## src/rtl/mult_div_unit.sv

```systemverilog
// Iterative MULT/MULTU/DIV/DIVU engine that owns the architectural HI/LO registers.
// Latency: done pulses WIDTH+1 edges after the start edge, or 1 edge for a divide by zero.
// Backpressure: none; start and MTHI/MTLO writes are accepted only while idle, otherwise dropped.
module mult_div_unit #(
  parameter int WIDTH = 32
) (
  input  logic             clk,
  input  logic             rst,
  input  logic             start,
  input  logic [1:0]       op,
  input  logic [WIDTH-1:0] a,
  input  logic [WIDTH-1:0] b,
  input  logic             hi_we,
  input  logic             lo_we,
  input  logic [WIDTH-1:0] wdata,
  output logic             busy,
  output logic             done,
  output logic             div_by_zero,
  output logic [WIDTH-1:0] hi,
  output logic [WIDTH-1:0] lo
);

  localparam int CW = $clog2(WIDTH + 1);

  // op encoding: bit1 selects divide, bit0 selects unsigned
  localparam logic [1:0] OP_MULT  = 2'b00;
  localparam logic [1:0] OP_MULTU = 2'b01;
  localparam logic [1:0] OP_DIV   = 2'b10;
  localparam logic [1:0] OP_DIVU  = 2'b11;

  typedef enum logic [1:0] {
    IDLE = 2'd0,
    CALC = 2'd1,
    FIX  = 2'd2
  } state_t;

  state_t             r_state;
  state_t             w_state_nxt;

  // Latched operation context
  logic [1:0]         r_op;
  logic [WIDTH-1:0]   r_opb;      // multiplicand (mul) or divisor (div) magnitude
  logic [2*WIDTH-1:0] r_acc;      // mul: {partial product, multiplier}; div: low half is dividend/quotient
  logic [WIDTH:0]     r_rem;      // partial remainder for restoring division
  logic [CW-1:0]      r_cnt;
  logic               r_neg_q;    // negate product / quotient
  logic               r_neg_r;    // negate remainder (follows dividend sign)
  logic               r_dbz;      // divide by zero detected at start

  // Architectural state and registered pulses
  logic [WIDTH-1:0]   r_hi;
  logic [WIDTH-1:0]   r_lo;
  logic               r_done;
  logic               r_dbz_pulse;

  // Operand conditioning
  logic               w_signed;
  logic               w_a_neg;
  logic               w_b_neg;
  logic [WIDTH-1:0]   w_a_mag;
  logic [WIDTH-1:0]   w_b_mag;
  logic               w_b_zero;
  logic               w_is_div_in;

  // Iteration datapath
  logic [WIDTH:0]     w_mul_sum;
  logic [2*WIDTH-1:0] w_mul_nxt;
  logic [WIDTH:0]     w_shift;
  logic [WIDTH+1:0]   w_diff;
  logic               w_qbit;
  logic [WIDTH:0]     w_rem_nxt;
  logic [2*WIDTH-1:0] w_div_nxt;

  // Sign fix-up results
  logic [2*WIDTH-1:0] w_prod;
  logic [WIDTH-1:0]   w_quo;
  logic [WIDTH-1:0]   w_rmd;

  // Control decode
  logic               w_last;
  logic               w_done_nxt;
  logic               w_dbz_nxt;

  // Magnitudes and sign flags of the incoming operands
  always_comb begin
    w_signed    = (op == OP_MULT) || (op == OP_DIV);
    w_is_div_in = (op == OP_DIV) || (op == OP_DIVU);
    w_a_neg     = w_signed & a[WIDTH-1];
    w_b_neg     = w_signed & b[WIDTH-1];
    w_a_mag     = w_a_neg ? (~a + 1'b1) : a;
    w_b_mag     = w_b_neg ? (~b + 1'b1) : b;
    w_b_zero    = (b == '0);
  end

  // One multiply step (shift-add) and one restoring-divide step
  always_comb begin
    w_mul_sum = {1'b0, r_acc[2*WIDTH-1:WIDTH]} + (r_acc[0] ? {1'b0, r_opb} : {(WIDTH+1){1'b0}});
    w_mul_nxt = {w_mul_sum, r_acc[WIDTH-1:1]};
    w_shift   = {r_rem[WIDTH-1:0], r_acc[WIDTH-1]};
    w_diff    = {1'b0, w_shift} - {2'b00, r_opb};
    w_qbit    = ~w_diff[WIDTH+1];
    w_rem_nxt = w_qbit ? w_diff[WIDTH:0] : w_shift;
    w_div_nxt = {r_acc[2*WIDTH-1:WIDTH], r_acc[WIDTH-2:0], w_qbit};
  end

  // Final sign correction applied in FIX
  always_comb begin
    w_prod = r_neg_q ? (~r_acc + 1'b1) : r_acc;
    w_quo  = r_neg_q ? (~r_acc[WIDTH-1:0] + 1'b1) : r_acc[WIDTH-1:0];
    w_rmd  = r_neg_r ? (~r_rem[WIDTH-1:0] + 1'b1) : r_rem[WIDTH-1:0];
  end

  // State register
  always_ff @(posedge clk) begin
    if (rst) begin
      r_state <= IDLE;
    end else begin
      r_state <= w_state_nxt;
    end
  end

  // Next-state and next-pulse decode
  always_comb begin
    w_state_nxt = r_state;
    w_last      = (r_cnt == CW'(WIDTH - 1));
    w_done_nxt  = 1'b0;
    w_dbz_nxt   = 1'b0;
    case (r_state)
      IDLE: begin
        if (start) begin
          w_state_nxt = (w_is_div_in && w_b_zero) ? FIX : CALC;
        end
      end
      CALC: begin
        if (w_last) begin
          w_state_nxt = FIX;
        end
      end
      FIX: begin
        w_state_nxt = IDLE;
        w_done_nxt  = 1'b1;
        w_dbz_nxt   = r_dbz;
      end
      default: begin
        w_state_nxt = IDLE;
      end
    endcase
  end

  // Operation context, iteration registers, HI/LO and output pulses
  always_ff @(posedge clk) begin
    if (rst) begin
      r_op        <= OP_MULT;
      r_opb       <= '0;
      r_acc       <= '0;
      r_rem       <= '0;
      r_cnt       <= '0;
      r_neg_q     <= 1'b0;
      r_neg_r     <= 1'b0;
      r_dbz       <= 1'b0;
      r_hi        <= '0;
      r_lo        <= '0;
      r_done      <= 1'b0;
      r_dbz_pulse <= 1'b0;
    end else begin
      r_done      <= w_done_nxt;
      r_dbz_pulse <= w_dbz_nxt;
      case (r_state)
        IDLE: begin
          if (hi_we) begin
            r_hi <= wdata;
          end
          if (lo_we) begin
            r_lo <= wdata;
          end
          if (start) begin
            r_op    <= op;
            r_opb   <= w_b_mag;
            r_acc   <= {{WIDTH{1'b0}}, w_a_mag};
            r_rem   <= '0;
            r_cnt   <= '0;
            r_neg_q <= w_a_neg ^ w_b_neg;
            r_neg_r <= w_a_neg;
            r_dbz   <= w_is_div_in & w_b_zero;
          end
        end
        CALC: begin
          r_cnt <= r_cnt + CW'(1);
          if (r_op[1]) begin
            r_acc <= w_div_nxt;
            r_rem <= w_rem_nxt;
          end else begin
            r_acc <= w_mul_nxt;
          end
        end
        FIX: begin
          // A divide by zero leaves HI/LO untouched
          if (!r_dbz) begin
            if (r_op[1]) begin
              r_hi <= w_rmd;
              r_lo <= w_quo;
            end else begin
              r_hi <= w_prod[2*WIDTH-1:WIDTH];
              r_lo <= w_prod[WIDTH-1:0];
            end
          end
        end
        default: begin
        end
      endcase
    end
  end

  assign busy        = (r_state != IDLE);
  assign done        = r_done;
  assign div_by_zero = r_dbz_pulse;
  assign hi          = r_hi;
  assign lo          = r_lo;

endmodule
```

## config.mk

```make
export PLATFORM = sky130hd
export DESIGN_NAME = mult_div_unit
export DESIGN_NICKNAME = d
export VERILOG_FILES = /design/src/rtl/mult_div_unit.sv
export SDC_FILE = /design/constraint.sdc
export NUM_CORES = 1
export LEC_CHECK = 0
export ABC_AREA = 0
export CELL_PAD_IN_SITES_DETAIL_PLACEMENT = 1
export CELL_PAD_IN_SITES_GLOBAL_PLACEMENT = 1
export CORE_ASPECT_RATIO = 2
export CORE_MARGIN = 3
export CORE_UTILIZATION = 47
export CTS_BUF_LIST = sky130_fd_sc_hd__clkbuf_8
export DETAILED_ROUTE_END_ITERATION = 7
export GPL_TIMING_DRIVEN = 0
export PLACE_DENSITY_LB_ADDON = 0.1
export SYNTH_ARGS = -nofsm -noshare
export SYNTH_HDL_FRONTEND = slang
export SYNTH_SLANG_ARGS = --single-unit
```

## constraint.sdc

```tcl
create_clock -name clk -period 5.3 [get_ports clk]
set_input_delay 1.06 -clock clk [delete_from_list [all_inputs] [get_ports clk]]
set_output_delay 1.06 -clock clk [all_outputs]
set_load 0.01 [all_outputs]
```

==> results of run 1 <==
==> through the flow <==
step                      hold WS [ns]  worst slack, ns  total power (µW)  instance area [µm²]
final                            0.466            0.409              4620                18400
after global placement           0.445            0.767              3070                17800
after CTS                        0.469            0.521              4600                18400
after global routing             0.490            0.444              4790                18400
after detailed placement         0.460            0.545              3110                17800
after floorplan                  0.432             1.81              2540                15500
==> sequential cells by signal, indices dropped and copies added, names as in the netlist <==
name         cells
div_by_zero      1
done             1
hi              32
lo              32
r_acc           64
r_cnt            6
r_dbz            1
r_neg_q          1
r_neg_r          1
r_op             1
r_opb           32
r_rem           32
r_state          2
==> worst max-delay path by stage <==
stage / startpoint / to / slack [ns] / cells past startpoint
floorplan: a[9] / r_acc[25] / 1.81 / 9
global placement: r_acc[0] / r_acc[63] / 0.77 / 14
detailed placement: r_acc[0] / r_acc[57] / 0.54 / 13
CTS: r_acc[0] / r_acc[57] / 0.52 / 13
global route: r_acc[0] / r_acc[63] / 0.44 / 14
finish: r_acc[0] / r_acc[57] / 0.41 / 13
==> where the power goes <==
| group | switching, µW | leakage [µW] | internal (µW) |
|---|---|---|---|
| registers | 123 | 0.00169 | 1650 |
| clock network | 725 | 0.000380 | 777 |
| logic | 832 | 0.00526 | 509 |
| total | 1680 | 0.00733 | 2940 |
==> layout make-up <==
cell class / count / area, µm²
multi-input combinational: 1651 / 10600
antenna: 1 / 2.50
clock buffer: 43 / 592
fill: 4184 / 13900
sequential: 206 / 4120
inverter: 59 / 221
buffer: 133 / 607
timing repair buffer: 169 / 1690
tap: 427 / 534
clock inverter: 14 / 88.8
==> critical path: cells and delay by family, from the launching register on <==
family | cells | cell delay (ns)
AOI/OAI and AO/OA | 5 | 2.03
adders and majority gates | 1 | 0.30
buffers and inverters | 3 | 0.95
DFF | 1 | 0.31
and+or+nand+nor | 4 | 1.18
==> cell families (layout without fill, tap and decap cells) <==
group,Yosys count,after routing,synth area share
XOR/XNOR,185,185,0.104
flip-flops,206,206,0.265
buffers and inverters,192,418,0.0533
AND/OR/NAND/NOR,687,687,0.206
multiplexers,58,58,0.0375
other,0,1,0
AO/OA/AOI/OAI,650,650,0.275
adder cells (fa/ha/maj),71,71,0.0582
==> layer usage <==
layer	GRT usage	routed length [µm]	vias up	share of wire
met2	0.732	37300	668	0.54
met3	0.0520	2860	363	0.041
met4	0.353	7840	2	0.11
met1	0.328	21500	8165	0.31
li1	-	-	7799	-
met5	0	17	-	0.00024
==> synthesized netlist by cell type, types with 35 or more instances <==
master    count
xnor2_1     101
nand2_1     189
dfxtp_1     206
nor2_1      264
clkbuf_1    103
a21o_1       35
inv_1        59
ha_1         69
o21ai_0     131
mux2i_1      56
xor2_1       84
a311oi_1     35
nor3_1       42
a211oi_1     83
a21oi_1     179
==> results.yml, run 1 <==
hold_path:
  hold_class: "register to register"
  hold_depth: 2
  min_from: "hi[26]"
  hold_end: "hi[26]"
timing:
  final-hold-violation-count: 0
  period_needed_ns: 4.89
  slew_viol_final: 0
  fin_skew_ns: 0.0220
  max_slew_margin: 0.0733
  rsz0062_at_grt: "no"
  worst_slew_pin_slew_ns: 1.37
  setup_tns_ns: 0
  fmax_ghz: 0.204
  finalCritPeriodShare: 0.923
  setup_viol: 0
die:
  fp.dieH_um: 263
  rows: 93
  die-area_um2: 35400
  pin_count: 170
  core_um2: 32300
  initial_core_util: 0.480
  fp.dieW_um: 135
cts:
  clock_latency_ns: 0.56
  hold_buffers: 0
  cts_setup_buffers: 0
  cts_resized: 0
  htree_num_levels: 2
  cts_tree: "done"
  clk_path_buf_depth: 3
  clock_sink_count: 206
  cts_made_buffers: 34
  clockRootBuffer: "clkbuf_8"
  path_clk_slew_ns: 0.07
synthesis:
  synth-async-reset-ratio: 0
  yosysTopAreaCell: "dfxtp_1"
  yosysWarnings: 0
  synth_seq_cells: 206
  synth_enable_flop_cells: 0
  avgSynthCellArea_um2: 7.58
  syn_inst: 2049
  yosys_most_used_dff: "dfxtp_1"
  syn-num-nets: 2223
  synth_top_area_frac: 0.265
  synth_area_leaders: "dfxtp_1 27%, nor2_1 6.4%, a21oi_1 5.8%, xnor2_1 5.7%, ha_1 5.6%"
  ys_seq_area_frac: 0.265
  synth_area_um2: 15500
  synth.distinct_cells: 85
worst_setup_path:
  critPathRequiredTime_ns: 5.75
  path_class: "register to register"
  rr_endpoint: "r_acc[57]"
  max_stage_delay_ns: 1.17
  end_kind: "register"
  r2r_cells: 13
  rrSetupSlack_ns: 0.41
  crit_fanout: 10
  worstPathCellList: "clkbuf_1 > inv_1 > clkbuf_1 > nor2_1 > ha_1 > o21ai_0 > a211oi_1 > o311ai_0 > a21oi_1 > nor3_1 > nor2_1 > or3_1 > a32o_1"
  rr_startpoint: "r_acc[0]"
  crit_slowest_cell: "o311ai_0"
  start_kind: "register"
  cp.arrival_ns: 5.34
route:
  antenna_left: 0
  drtIter0Drc: 879
  drt-pass1-iter-count: 6
  drc_errors: 0
  via_per_inst: 6.29
  vias: 16997
  wl_um: 69500
  wl_per_cell_um: 25.7
cells_and_area:
  syn2layout_area_growth_pct: 18.7
  final_cell_mix: "264 x nor2_1, 206 x dfxtp_1, 189 x nand2_1"
  final_util: 0.570
  final_common_cell: "nor2_1"
  final_layout_size_suffix_gt1_frac: 0.0431
  finalNetCount: 2428
  final_cells: 2703
place:
  gp_congestion: 0.999
  port_buffers: 169
  hpwlAfterDp_um: 56600
  dp_cells: 2645
global_route:
  grt_max_degree: 11
  antenna_found_initial: 3
  grt_pass1_wl_um: 104000
  gr-total-overflow: 0
  grtUsageTotal: 0.383
  grt_pass1_vias: 18273
power:
  ir_drop_v: 0.000160
  p_leak_uw: 0.00733
  p_per_area_nw_per_um2: 251
job:
  cap_violations: 0
status:
  status: "finished, final reports clean"
(Power assumes the default switching activity.)
==> inputs of run 2 (changes only) <==
- CORE_MARGIN: 3 -> not set
- CORE_UTILIZATION: 47 -> 35
==> run 2 against run 1 <==
Clock power is 6% higher. Non-clock buffer count increased by 1. Clock-buffer cell count grew 6. Combinational power hardly changed. Maximum frequency rose by 4.8%. Total power rose by 1.7%.
==> results.yml, run 2 (synthesis results as in run 1) <==
status:
  status: "finished, final reports clean"
cts:
  cts_tree: "done"
  clock_sink_count: 206
  cts_setup_buffers: 0
  clockRootBuffer: "clkbuf_8"
  cts_resized: 0
  htree_num_levels: 2
  hold_buffers: 0
  cts_made_buffers: 37
  clk_path_buf_depth: 3
  path_clk_slew_ns: 0.06
  clock_latency_ns: 0.59
place:
  hpwlAfterDp_um: 59900
  port_buffers: 169
  gp_congestion: 0.946
cells_and_area:
  final_layout_size_suffix_gt1_frac: 0.0460
  syn2layout_area_growth_pct: 20.2
  registers.top_by_ff_count: "r_acc"
  final_util: 0.428
  final_common_cell: "nor2_1"
  finalNetCount: 2432
  largest_register_ffs: 64
  fill_cells: 5475
  final_cell_mix: "264 x nor2_1, 206 x dfxtp_1, 189 x nand2_1"
  regArea_um2: 4120
  multiInputGateArea_um2: 10600
global_route:
  grt_pass1_vias: 17783
  gr-total-overflow: 0
  grt_pass1_wl_um: 106000
  grtUsageTotal: 0.320
  grt_max_degree: 11
  antenna_found_initial: 1
route:
  via_per_inst: 5.82
  wl_per_cell_um: 25.3
  drt-pass1-iter-count: 4
  wl_um: 71700
  antenna_left: 0
  vias: 16503
  drtIter0Drc: 549
  drc_errors: 0
timing:
  setup_viol: 0
  slew_viol_final: 0
  rsz0062_at_grt: "no"
  final-hold-violation-count: 0
  setup_tns_ns: 0
  max_slew_margin: 0.0742
  finalCritPeriodShare: 0.881
  period_needed_ns: 4.67
  fmax_ghz: 0.214
  fin_skew_ns: 0.0266
  worst_slew_pin_slew_ns: 1.38
worst_setup_path:
  end_kind: "register"
  cp.arrival_ns: 5.11
  crit_slowest_cell: "a211oi_2"
  crit_fanout: 10
  crit_top_cell: "a21oi_1"
  critPathRequiredTime_ns: 5.74
  worstPathCellList: "ha_1 > nor2b_1 > o31a_1 > o2111ai_1 > a21oi_1 > o211ai_1 > a21oi_1 > a211oi_2 > buf_2 > mux2i_1 > o21ai_0"
  path_class: "register to register"
  max_stage_delay_ns: 1.04
  start_kind: "register"
power:
  p_seq_frac: 0.378
  p_int_uw: 2990
  p_comb_frac: 0.285
  power.switching_uw: 1710
  swShare: 0.364
  p_leak_uw: 0.00737
  p_per_area_nw_per_um2: 252
  p_clk_frac: 0.337
  ir_drop_v: 0.000132
die:
  fp.dieW_um: 151
  fp.dieH_um: 300
  pin_count: 170
  initial_core_util: 0.356
  core_um2: 43600
  die-area_um2: 45300
  rows: 108
job:
  cap_violations: 0
hold_path:
  hold_class: "register to register"
## run 2: cell types whose count changed in the layout (fill, tap and decap cells not counted)
cell,change
bufinv_16,-1
clkbuf_8,+6
clkinvlp_4,+1
buf_2,+1
inv_1,+3
## run 2: power groups by stage
stage          combinational, µW  clock (µW)  sequential (µW)
3_3_place_gp                1310           0             1810
4_1_cts                     1330        1620             1770
5_1_grt                     1450        1680             1780
6_report                    1340        1590             1780
3_5_place_dp                1330           0             1810
2_1_floorplan                772           0             1770
## run 2: area by class of cell
cell class	instances	area share
inverter	59	0.0119
sequential	206	0.221
clock inverter	17	0.00415
timing repair buffer	170	0.0909
antenna	1	0.000134
tap	550	0.0369
clock buffer	49	0.0361
buffer	133	0.0325
multi-input combinational	1651	0.567
## run 2: metrics by stage
stage	total power, µW	instance area (µm²)	instances	setup WS [ns]	hold WS (ns)
final	4700	18700	2836	0.633	0.461
after floorplan	2540	15500	2049	1.81	0.432
after detailed placement	3140	17900	2768	0.407	0.451
after global routing	4910	18700	2836	0.593	0.479
after CTS	4730	18700	2834	0.393	0.460
after global placement	3110	17900	2768	0.532	0.445
## run 2: final timing paths
path	cells past startpoint	from	to	slack, ns
setup / recovery	11	r_rem[0]	r_rem[20]	0.63
hold / removal	2	lo[7]	lo[7]	0.46
setup reg to reg	11	r_rem[0]	r_rem[20]	0.63
hold reg to reg	2	lo[7]	lo[7]	0.46
## run 2: worst max-delay path: cells and delay by family (launching register included)
kind,cells,cell delay (ns)
AOI/OAI and AO/OA,7,2.80
adders and majority gates,1,0.30
buffers and inverters,1,0.49
DFF,1,0.54
muxes,1,0.25
and+or+nand+nor,1,0.15
## run 2: per-layer routing
| layer | GRT usage | up-vias | wire length, µm |
|---|---|---|---|
| met5 | 0 | - | 0 |
| met4 | 0.288 | 0 | 7400 |
| met3 | 0.0352 | 233 | 2170 |
| met2 | 0.631 | 468 | 39700 |
| met1 | 0.267 | 7989 | 22500 |
| li1 | - | 7813 | - |
==> inputs of run 3 (changes only) <==
- CTS_BUF_LIST: sky130_fd_sc_hd__clkbuf_8 -> not set
==> run 3 against run 2 <==
Clock skew shrank 0.0076 ns. Total power grew 1.5%. Combinational power is essentially flat. Core utilization is essentially flat. First-iteration DRC count grew 3.5%. Sequential share of layout area is essentially flat. Non-clock buffer count grew 1.
==> results.yml, run 3 (synthesis results as in run 1) <==
worst_setup_path:
  path_class: "register to register"
  endpoint: "r_rem[12]"
  rrSetupSlack_ns: 0.66
  crit_fanout: 10
  startpoint: "r_rem[0]"
  rr_endpoint: "r_rem[12]"
  start_kind: "register"
  r2r_cells: 11
  cp.arrival_ns: 5.05
  critPathRequiredTime_ns: 5.71
  rr_startpoint: "r_rem[0]"
  end_kind: "register"
cts:
  cts_made_buffers: 23
  hold_buffers: 0
  cts_tree: "done"
  cts_setup_buffers: 0
  clock_latency_ns: 0.56
  htree_num_levels: 1
  clock_sink_count: 206
  cts_resized: 0
  clk_path_buf_depth: 3
  clockRootBuffer: "clkbuf_16"
  path_clk_slew_ns: 0.07
die:
  rows: 108
  initial_core_util: 0.356
  core_um2: 43600
  pin_count: 170
  fp.dieW_um: 151
  fp.dieH_um: 300
  die-area_um2: 45300
timing:
  setup_tns_ns: 0
  final-hold-violation-count: 0
  max_slew_margin: 0.131
  whs_ns: 0.462
  period_needed_ns: 4.64
  slew_viol_final: 0
  worst_slew_pin_slew_ns: 1.30
  finalCritPeriodShare: 0.875
  fmax_ghz: 0.216
  setup_viol: 0
  rsz0062_at_grt: "no"
  fin_skew_ns: 0.0190
place:
  gp_congestion: 0.946
  port_buffers: 169
  hpwlAfterDp_um: 59900
cells_and_area:
  final_cell_mix: "264 x nor2_1, 206 x dfxtp_1, 189 x nand2_1"
  finalNetCount: 2419
  fill_cells: 5442
  final_layout_size_suffix_gt1_frac: 0.0390
  final_common_cell: "nor2_1"
  registers.top_by_ff_count: "r_acc"
  syn2layout_area_growth_pct: 20.1
  largest_register_ffs: 64
route:
  wl_um: 71700
  drc_errors: 0
  via_per_inst: 5.85
  vias: 16452
  drt-pass1-iter-count: 5
  drtIter0Drc: 568
  wl_per_cell_um: 25.5
  antenna_left: 0
status:
  status: "finished, final reports clean"
global_route:
  grtUsageTotal: 0.319
  grt_max_degree: 16
  grt_pass1_vias: 17716
  antenna_found_initial: 1
  gr-total-overflow: 0
  grt_pass1_wl_um: 107000
hold_path:
  min_from: "lo[7]"
  hold_class: "register to register"
power:
  p_per_area_nw_per_um2: 256
  p_leak_uw: 0.00731
  ir_drop_v: 0.000178
job:
  cap_violations: 0
run 3: stage by stage:
stage | utilization | power (µW) | instance area [µm²] | setup slack [ns] | cells
global route | 0.427 | 4960 | 18700 | 0.558 | 2809
global placement | 0.410 | 3110 | 17900 | 0.532 | 2768
detailed placement | 0.410 | 3140 | 17900 | 0.407 | 2768
CTS | 0.427 | 4790 | 18600 | 0.389 | 2807
finish | 0.427 | 4770 | 18700 | 0.665 | 2810
floorplan | - | 2540 | 15500 | 1.81 | 2049
run 3: layout make-up:
type                            instances  area (µm²)  share of cell area
Clock inverter                         15         148             0.00791
Clock buffer                           24         579              0.0311
Buffer                                133         607              0.0325
Multi-Input combinational cell       1651       10600               0.567
Tap cell                              550         688              0.0369
Timing Repair Buffer                  171        1700              0.0913
Antenna cell                            1        2.50            0.000134
Sequential cell                       206        4120               0.221
Inverter                               59         221              0.0119
run 3: worst min path at each step:
stage                     cells after the start         to  slack [ns]
after CTS                                     2      lo[7]        0.46
after global routing                          2     lo[30]        0.48
after detailed placement                      2      lo[7]        0.45
after floorplan                               2  r_opb[31]        0.43
after global placement                        2  r_opb[31]        0.44
final                                         2      lo[7]        0.46
run 3: worst max-delay path, cell delays in order (launching register included):
cell and delay [ns]:
dfxtp_1 0.54, ha_1 0.30, nor2b_1 0.15, o31a_1 0.27, o2111ai_1 0.43, a21oi_1 0.31, o211ai_1 0.45, a21oi_1 0.21
a211oi_2 1.02, buf_2 0.49, mux2i_1 0.23, o21ai_0 0.09
run 3: report_power, final:
group / total, µW / leakage [µW] / switching, µW / internal, µW
registers: 1780 / 0.00169 / 121 / 1650
clock network: 1650 / 0.000354 / 758 / 897
logic: 1340 / 0.00527 / 830 / 509
run 3: per-layer routing:
| layer | up-vias | GRT usage | wire (µm) |
|---|---|---|---|
| met3 | 220 | 0.0358 | 2360 |
| li1 | 7778 | - | - |
| met1 | 8001 | 0.271 | 22700 |
| met4 | 0 | 0.265 | 6780 |
| met5 | - | 0 | 0 |
| met2 | 453 | 0.637 | 39900 |
